==> config.mk <==
export PLATFORM = sky130hd
export DESIGN_NAME = gblcd_line_out
export DESIGN_NICKNAME = d
export VERILOG_FILES = /design/src/rtl/gblcd_pkg.sv /design/src/rtl/gblcd_skid_buf.sv /design/src/rtl/gblcd_line_out.sv
export SDC_FILE = /design/constraint.sdc
export NUM_CORES = 1
export LEC_CHECK = 0
export CAP_MARGIN = 20
export CORE_MARGIN = 3
export CORE_UTILIZATION = 37
export DETAILED_ROUTE_END_ITERATION = 8
export SLEW_MARGIN = 40
export SYNTH_ARGS = -nofsm -noshare
export SYNTH_HDL_FRONTEND = slang
export SYNTH_SLANG_ARGS = --single-unit
==> constraint.sdc <==
create_clock -name clk -period 4 [get_ports clk]
set_input_delay 0.8 -clock clk [delete_from_list [all_inputs] [get_ports clk]]
set_output_delay 0.8 -clock clk [all_outputs]
set_load 0.03 [all_outputs]
==> src/rtl/gblcd_pkg.sv <==
// Shared constants, palette, state encoding and pixel types for the Game Boy line output path.
package gblcd_pkg;

    localparam int SRC_W   = 160;
    localparam int HSCALE  = 2;
    localparam int OUT_W   = SRC_W * HSCALE;
    localparam int LRAM_AW = 10;
    localparam int COL_W   = 8;
    localparam int BEAT_W  = 9;
    localparam int REP_W   = (HSCALE > 1) ? $clog2(HSCALE) : 1;

    localparam logic [15:0] PAL_SHADE0 = 16'hFFFF;
    localparam logic [15:0] PAL_SHADE1 = 16'hAD55;
    localparam logic [15:0] PAL_SHADE2 = 16'h52AA;
    localparam logic [15:0] PAL_SHADE3 = 16'h0000;

    typedef enum logic [2:0] {
        IDLE,
        ARM,
        STREAM,
        DRAIN,
        DONE
    } line_state_t;

    typedef struct packed {
        logic [4:0] r;
        logic [5:0] g;
        logic [4:0] b;
    } rgb565_t;

    function automatic rgb565_t shade_to_rgb(input logic [1:0] shade);
        rgb565_t c;
        case (shade)
            2'd0:    c = PAL_SHADE0;
            2'd1:    c = PAL_SHADE1;
            2'd2:    c = PAL_SHADE2;
            default: c = PAL_SHADE3;
        endcase
        return c;
    endfunction

    function automatic rgb565_t dim_rgb(input rgb565_t c);
        rgb565_t d;
        d.r = c.r >> 1;
        d.g = c.g >> 1;
        d.b = c.b >> 1;
        return d;
    endfunction

endpackage

==> src/rtl/gblcd_skid_buf.sv <==
// Two-entry valid/ready skid buffer for RGB565 pixels; flush empties it without touching stored data.
module gblcd_skid_buf
    import gblcd_pkg::*;
(
    input  logic       clk,
    input  logic       rst_n,
    input  logic       flush,
    input  logic       in_valid,
    input  rgb565_t    in_data,
    output logic       out_valid,
    output rgb565_t    out_data,
    input  logic       out_ready,
    output logic [1:0] count
);

    rgb565_t    head_q;
    rgb565_t    tail_q;
    logic [1:0] cnt_q;
    logic       push;
    logic       pop;

    assign push      = in_valid && (cnt_q != 2'd2);
    assign pop       = out_ready && (cnt_q != 2'd0);
    assign out_valid = (cnt_q != 2'd0);
    assign out_data  = head_q;
    assign count     = cnt_q;

    // head_q is always the oldest entry so the consumer sees a stable word until it pops
    always_ff @(posedge clk) begin
        if (!rst_n) begin
            cnt_q  <= 2'd0;
            head_q <= '0;
            tail_q <= '0;
        end else if (flush) begin
            cnt_q <= 2'd0;
        end else begin
            case ({push, pop})
                2'b10: begin
                    if (cnt_q == 2'd0) head_q <= in_data;
                    else               tail_q <= in_data;
                    cnt_q <= cnt_q + 2'd1;
                end
                2'b01: begin
                    head_q <= tail_q;
                    cnt_q  <= cnt_q - 2'd1;
                end
                2'b11: begin
                    if (cnt_q == 2'd1) begin
                        head_q <= in_data;
                    end else begin
                        head_q <= tail_q;
                        tail_q <= in_data;
                    end
                end
                default: ;
            endcase
        end
    end

endmodule

==> src/rtl/gblcd_line_out.sv <==
// Reads one 160-pixel row from the line RAM, maps shades to RGB565, replicates horizontally and streams it.
// Optional scanline dimming of even_line rows is enabled with `define GBLCD_SCANLINE_DIM_EN.
module gblcd_line_out
    import gblcd_pkg::*;
(
    input  logic               clk,
    input  logic               rst_n,
    input  logic               frame,
    input  logic [7:0]         rrow,
    input  logic               r_row_inc,
    input  logic               even_line,
    output logic [LRAM_AW-1:0] lram_ra,
    input  logic [1:0]         lram_do,
    output logic               line_done,
    output logic [15:0]        pix_data,
    output logic               pix_valid,
    input  logic               pix_ready,
    output logic               pix_sol,
    output logic               req_ovf
);

    line_state_t       state;
    logic [1:0]        row_q;
    logic [1:0]        pend_row;
    logic [COL_W-1:0]  col;
    logic [REP_W-1:0]  rep;
    logic [BEAT_W-1:0] beat_cnt;
    logic              pending;
    logic              pend_cap;
    logic              use_pend;
    logic              rd_vld;
    logic [1:0]        buf_cnt;
    logic [1:0]        inflight;
    logic              issue;
    logic              accept;
    logic              last_rep;
    logic              pop;
    logic              buf_valid;
    rgb565_t           rd_rgb;
    rgb565_t           buf_out;
    logic              unused_inputs;

    // A read is only launched when its data is guaranteed a free slot on arrival
    assign inflight  = buf_cnt + {1'b0, rd_vld};
    assign issue     = (state == STREAM) && (inflight <= 2'd1);
    assign accept    = buf_valid && pix_ready;
    assign last_rep  = (rep == REP_W'(HSCALE - 1));
    assign pop       = accept && last_rep;
    assign lram_ra   = {row_q, col};
    assign pix_valid = buf_valid;
    assign pix_data  = buf_out;
    assign pix_sol   = buf_valid && (beat_cnt == '0);

`ifdef GBLCD_SCANLINE_DIM_EN
    logic line_dim;
    logic pend_dim;

    always_ff @(posedge clk) begin
        if (!rst_n) begin
            line_dim <= 1'b0;
            pend_dim <= 1'b0;
        end else if (!frame) begin
            if (r_row_inc && (state != IDLE) && !pending) pend_dim <= even_line;
            if ((state == IDLE) && !pending && r_row_inc) line_dim <= even_line;
            if ((state == ARM) && use_pend)               line_dim <= pend_dim;
        end
    end

    assign rd_rgb        = line_dim ? dim_rgb(shade_to_rgb(lram_do)) : shade_to_rgb(lram_do);
    assign unused_inputs = ^rrow[7:2];
`else
    assign rd_rgb        = shade_to_rgb(lram_do);
    assign unused_inputs = ^{rrow[7:2], even_line};
`endif

    gblcd_skid_buf u_skid (
        .clk       (clk),
        .rst_n     (rst_n),
        .flush     (frame),
        .in_valid  (rd_vld),
        .in_data   (rd_rgb),
        .out_valid (buf_valid),
        .out_data  (buf_out),
        .out_ready (pop),
        .count     (buf_cnt)
    );

    // A request arriving while busy is parked; its row is captured the cycle after, when rrow is valid
    always_ff @(posedge clk) begin
        if (!rst_n) begin
            state     <= IDLE;
            row_q     <= 2'd0;
            pend_row  <= 2'd0;
            col       <= '0;
            rep       <= '0;
            beat_cnt  <= '0;
            pending   <= 1'b0;
            pend_cap  <= 1'b0;
            use_pend  <= 1'b0;
            rd_vld    <= 1'b0;
            line_done <= 1'b0;
            req_ovf   <= 1'b0;
        end else if (frame) begin
            state     <= IDLE;
            col       <= '0;
            rep       <= '0;
            beat_cnt  <= '0;
            pending   <= 1'b0;
            pend_cap  <= 1'b0;
            use_pend  <= 1'b0;
            rd_vld    <= 1'b0;
            line_done <= 1'b0;
            req_ovf   <= 1'b0;
        end else begin
            line_done <= 1'b0;
            rd_vld    <= issue;
            if (issue) col <= col + 1'b1;
            if (accept) begin
                rep      <= last_rep ? '0 : rep + 1'b1;
                beat_cnt <= beat_cnt + 1'b1;
            end
            if (pend_cap) begin
                pend_row <= rrow[1:0];
                pend_cap <= 1'b0;
            end
            if (r_row_inc && !((state == IDLE) && !pending)) begin
                if (pending) begin
                    req_ovf <= 1'b1;
                end else begin
                    pending  <= 1'b1;
                    pend_cap <= 1'b1;
                end
            end

            case (state)
                IDLE: begin
                    if (pending) begin
                        state    <= ARM;
                        use_pend <= 1'b1;
                        pending  <= 1'b0;
                    end else if (r_row_inc) begin
                        state    <= ARM;
                        use_pend <= 1'b0;
                    end
                end
                ARM: begin
                    row_q    <= use_pend ? pend_row : rrow[1:0];
                    col      <= '0;
                    rep      <= '0;
                    beat_cnt <= '0;
                    state    <= STREAM;
                end
                STREAM: begin
                    if (issue && (col == COL_W'(SRC_W - 1))) state <= DRAIN;
                end
                DRAIN: begin
                    if (accept && (beat_cnt == BEAT_W'(OUT_W - 1))) begin
                        state     <= DONE;
                        line_done <= 1'b1;
                    end
                end
                DONE: begin
                    if (pending) begin
                        state    <= ARM;
                        use_pend <= 1'b1;
                        pending  <= 1'b0;
                    end else begin
                        state <= IDLE;
                    end
                end
                default: state <= IDLE;
            endcase
        end
    end

endmodule

Yosys cells after proc, flatten, opt, wreduce, memory -nomap -nowiden
Index checks and enable logic that the tools add are counted.
{ "word_totals": {"regBits": 65, "input_bits": 16, "output_inout_bits": 30} }
{ "op_classes": {"addsub": 6, "n_lt_le_gt_ge": 1, "eq_ne": 20, "n_mux": 25, "bitwise_logic": 4, "reduce_logical": 33} }
{ "ops": {"columns": ["operator", "n"], "rows": [
  ["$pmux W16 S3", 2],
  ["$mux W16", 4],
  ["$pmux W16 S2", 1],
  ["$pmux W3 S5", 1],
  ["$mux W3", 4],
  ["$logic_and A1 B1 Y1", 10],
  ["$mux W1", 10],
  ["$ne A2 B2 Y1 const B", 5],
  ["$add A9 B1 Y9 const B", 1],
  ["$eq A9 B9 Y1 const B", 1],
  ["$logic_not A9 Y1", 1],
  ["$reduce_and A3 Y1", 3],
  ["$reduce_or A3 Y1", 3],
  ["$add A8 B1 Y8 const B", 1],
  ["$eq A8 B8 Y1 const B", 1],
  ["$reduce_bool A2 Y1", 4],
  ["$eq A2 B1 Y1 const B", 3],
  ["$eq A2 B2 Y1 const B", 3],
  ["$eq A3 B2 Y1 const B", 2],
  ["$reduce_and A2 Y1", 3],
  ["$logic_not A2 Y1", 2],
  ["$ne A2 B1 Y1 const B", 2],
  ["$not A1 Y1", 4],
  ["$pmux W2 S2", 1],
  ["other kinds (15)", 17]
]} }

Longest topological paths before layout
{ "depth": {"depth_word": 7, "ltp_mapped": 9, "depth_no_buf": 9} }

Cells and area by module
A second synthesis with hierarchy kept.
{ "hier_totals": {"cells_unflattened": 369, "hier_area_um2": 3365.7} }
{ "by_module_without_submodules": {"columns": ["mod", "instances", "cells_each", "area_per_inst_um2"], "rows": [
  ["gblcd_skid_buf", 1, 206, 1964.4],
  ["gblcd_line_out", 1, 163, 1401.3]
]} }

Least setup slack after synthesis
Ideal clock, no wire load.
{ "synth_timing": {"path_kind": "register -> output", "from": "register u_skid.cnt_q[0], in the netlist u_skid.count[0]", "to": "output pix_sol", "arrival_ns": 2.057, "setup_slack_ns": 1.143, "stages_incl_launch_ff": 6, "path_buffers": 0, "path_cell_list": "dfxtp_1 -> inv_1 -> ha_1 -> inv_1 -> nand4_1 -> nor4_1"} }
{ "synth_via": {"elab_chain_len": 2} }
{ "synth_lines": {"columns": ["item", "line", "source"], "rows": [
  ["start, declared", "gblcd_skid_buf.sv:18", "logic [1:0] cnt_q;"],
  ["start signal, assigned", "gblcd_skid_buf.sv:41", "cnt_q <= cnt_q + 2'd1;"],
  ["start signal, assigned", "gblcd_skid_buf.sv:45", "cnt_q <= cnt_q - 2'd1;"],
  ["$reduce_bool A2 Y1", "gblcd_skid_buf.sv:24", "assign out_valid = (cnt_q != 2'd0);"],
  ["via pix_valid", "gblcd_line_out.sv:16", "output logic pix_valid,"],
  ["$logic_and A1 B1 Y1", "gblcd_line_out.sv:52", "assign pix_sol = buf_valid && (beat_cnt == '0);"],
  ["end, declared", "gblcd_line_out.sv:18", "output logic pix_sol,"]
]} }
The timed path passes the listed nets, and every way through them passes these cells.

Worst setup path in the final report
{ "layout_timing": {"from": "register u_skid.cnt_q[0], in the netlist u_skid.count[0]", "to": "output pix_sol"} }
{ "layout_via": {"elab_chain_len": 2} }
{ "layout_lines": {"columns": ["item", "line"], "rows": [
  ["$reduce_bool A2 Y1", "gblcd_skid_buf.sv:24"],
  ["$logic_and A1 B1 Y1", "gblcd_line_out.sv:52"]
]} }
Every way passes these cells.

==> results.toml <==
[run_status]
status = "completed"

[hold_path]
worst_hold_path.num_cells = 2
worstHoldPathType = "flip-flop to flip-flop"
whs_endpoint = "req_ovf"
worstHoldStart = "req_ovf"

[synthesis]
netlist_instances = 228
synth_seq_area_share_pct = 36.9
yosys.area_share.adder_pct = 6.24
yosysMostFrequentCell = "sky130_fd_sc_hd__dfxtp_1"
synth-warning-count = 0
synth.distinct_cells = 47
yosysTopAreaCell = "sky130_fd_sc_hd__dfxtp_1"
async_flop_share_pct = 0
synthTopCellsByCount = "sky130_fd_sc_hd__dfxtp_1 (37), sky130_fd_sc_hd__nor2_1 (25), sky130_fd_sc_hd__a21oi_1 (17)"
yosys.area.top_type_share_pct = 36.9
synth_edf_count = 0
post_synth_and_or_nand_nor_area_fraction_pct = 26.8
post_synth_instance_area_mm2 = 0.00201
synth-xor-area-share_pct = 4.80
synth.area.top_cells = "sky130_fd_sc_hd__dfxtp_1 (37%), sky130_fd_sc_hd__ha_1 (6.2%), sky130_fd_sc_hd__buf_4 (5.6%)"
synth-seq-cells = 37
mappedNetlistNets = 254
postSynth.topFlopCell = "sky130_fd_sc_hd__dfxtp_1"
post_synth.cell_area_avg_um2 = 8.80
synth_mux_area_share_pct = 2.99
synthesized_area_fraction_occupied_by_ao_oa_aoi_and_oai_cells_pct = 12.9
synth_top_family_by_area = "simple AND/OR/NAND/NOR gates"

[drt]
drt_drc_violations_left = 0
firstDrtPassIters = 4
wl_mm = 3.66
routedWlPerCell_um = 11.3
via_count = 1557
routed_via_density = 4.81
postRouteAntennaNets = 0
drt_first_iter_violations = 44

[global_routing]
grt_max_degree = 18
antenna_violations_before_repair = 0
gr-usage-all-layers_pct = 11.9
grt.overflow.total = 0
global_route_wire_length_before_repair_mm = 5.98
first_global_vias = 1372

[sta]
timing.final.ws_setup_ps = 903
setup_tns_after_final_layout_ps = 0
finalClockSkew_ps = 7.37
timing.fmax_mhz = 323
finalSetupViolCount = 0
report.final.hold_viol_count = 0
finalWorstPathRequiredPeriod_ps = 3100
slew_violations = 0
finalCritPeriodShare_pct = 77.4
timing.max_slew.rel_slack_pct = 63.5
rsz_0062_raised_after_global_routing = "false"
worst-slew-pin-transition_ps = 548

[die]
top_level_ports = 46
die_outline_width_um = 79.6
initial_utilization_pct = 38.8
floorplan.rows = 26
dieArea_mm2 = 0.00634
die-height_um = 79.6
core_region_area_mm2 = 0.00517

[placement]
place.port_buffers = 38
gpl.final_weighted_congestion = 0.736
hpwl_mm = 2.69
placement.setup.worst_slack_ps = 1250

[critical_path]
launching_point_of_the_worst_reg2reg_path = "u_skid.count[0]"
critical_path.max_fanout = 8
ff2ff_path_depth = 9
worst_r2r_endpoint = "u_skid.tail_q[2]"
reg2reg_setup_slack_ps = 1730
worstSetupStartpoint = "u_skid.count[0]"
critPathKind = "flip-flop to output port"
cp_data_required_time_ps = 3200
start_kind = "flip-flop"
cp-end-kind = "output port"
worstPathArrival_ps = 2300

[cts]
cts_setup_buffers = 0
clock_h_tree_levels = 2
ctsRootBufferMaster = "sky130_fd_sc_hd__clkbuf_8"
cts_tree = "yes"
cts.path.max_buffers = 2
cts_inserted_buffers = 5
ctsResizeCount = 0
clock_latency_ps = 290
cts.sinks = 37
cts_hold_buffers = 0
clkTransAtPathRegs_ps = 80

[power_and_ir_drop]
vdd_ir_drop_max_uv = 179
clock_power_share_pct = 37.5
power_leakage_nw = 0.831
power.share.switching_pct = 23.3
sequentialPowerShare_pct = 56.1
cellInternalPower_mw = 0.511
combPwrFrac_pct = 6.4
switchingPower_mw = 0.156
power.density_mw_per_mm2 = 276

[layout]
synth_to_final_area_change_pct = 20.4
nNetsFinal = 279
multi_input_comb_area_mm2 = 0.00108
final.fill_count = 530
antennaDiodeCount = 0
post_route_cells_drive_above_1_share_pct = 7.48
area.sequential_um2 = 741

[job]
max-cap-violations = 0
## metal layers
metal | track usage [%] | vias up | share of wire, %
met3 | 3.39 | 4 | 4.4
met2 | 18.1 | 31 | 43
li1 | - | 821 | -
met1 | 15.7 | 701 | 52
met4 | 4.64 | 0 | 0.93
met5 | 0 | - | 0
## kinds of logic after synthesis
kind of cell,Yosys count
buf+inv,32
compound gates,39
flops,37
simple gates,93
xor+xnor,11
fa+ha+maj,10
mux,6
## critical path: stages (launching register included)
cell,delay (ps)
sky130_fd_sc_hd__dfxtp_1,500
sky130_fd_sc_hd__inv_1,110
sky130_fd_sc_hd__ha_1,290
sky130_fd_sc_hd__inv_1,100
sky130_fd_sc_hd__nand4_1,80
sky130_fd_sc_hd__nor4_1,200
sky130_fd_sc_hd__clkdlybuf4s50_1,720
## through the flow
step                      std cells  hold WS (ps)  utilization [%]  cell area, µm²  total power, mW
after global routing            324           543             46.7            2410            0.696
after detailed placement        316           453             45.1            2330            0.426
final                           324           469             46.7            2410            0.667
after floorplan                 228           482                -            2010            0.410
after CTS                       324           473             46.7            2410            0.679
after global placement          316           451             45.1            2330            0.426
## layout make-up
type / instances / area share (%)
clock buffers: 6 / 3.01
well taps: 70 / 3.63
multi-input cells: 159 / 44.7
flip-flops and latches: 37 / 30.7
clock inverters: 2 / 0.415
repair buffers: 38 / 15.8
inverters: 12 / 1.87
## power groups by stage
stage	combinational (mW)	clock [mW]	sequential, mW
2_1_floorplan	0.0253	0	0.384
3_3_place_gp	0.0433	0	0.383
3_5_place_dp	0.0433	0	0.383
4_1_cts	0.0436	0.262	0.374
5_1_grt	0.0471	0.274	0.374
6_report	0.0429	0.250	0.374
## flip-flops by register name, indices dropped and copies added (netlist names)
signal / count
beat_cnt: 9
col: 8
state: 3
pend_row: 2
row_q: 2
u_skid.count: 2
u_skid.out_data: 2
u_skid.tail_q: 2
last_rep: 1
line_done: 1
pend_cap: 1
pending: 1
rd_vld: 1
req_ovf: 1
use_pend: 1
## how the worst max path moves through the flow
stage	to	slack, ps	cells after the start
after global placement	pix_sol	1210	6
final	pix_sol	900	6
after global routing	pix_sol	690	6
after CTS	pix_sol	890	6
after floorplan	pix_sol	1140	5
after detailed placement	pix_sol	1250	6
## placed cells by master, fill, tap and decap left out, types with 2 or more instances in the layout
cell type                         instances
sky130_fd_sc_hd__and3_1                   2
sky130_fd_sc_hd__nand3b_1                 4
sky130_fd_sc_hd__nor3_1                   6
sky130_fd_sc_hd__nor4_1                   5
sky130_fd_sc_hd__inv_1                   12
sky130_fd_sc_hd__or2_2                    2
sky130_fd_sc_hd__and2_1                   3
sky130_fd_sc_hd__a211oi_1                 2
sky130_fd_sc_hd__clkdlybuf4s50_1         38
sky130_fd_sc_hd__nand4_1                  4
sky130_fd_sc_hd__nand2_1                 11
sky130_fd_sc_hd__xnor2_1                  8
sky130_fd_sc_hd__or3_1                    6
sky130_fd_sc_hd__xor2_1                   3
sky130_fd_sc_hd__clkinv_2                 2
sky130_fd_sc_hd__o21ai_0                  8
sky130_fd_sc_hd__o211a_1                  2
sky130_fd_sc_hd__a21oi_1                 17
sky130_fd_sc_hd__o21a_1                   3
sky130_fd_sc_hd__ha_1                    10
sky130_fd_sc_hd__nor2_1                  25
sky130_fd_sc_hd__mux2i_1                  6
sky130_fd_sc_hd__nand3_1                  3
sky130_fd_sc_hd__dfxtp_1                 37
sky130_fd_sc_hd__nor2b_1                  9
sky130_fd_sc_hd__clkbuf_8                 5
(Power assumes the default switching activity.)
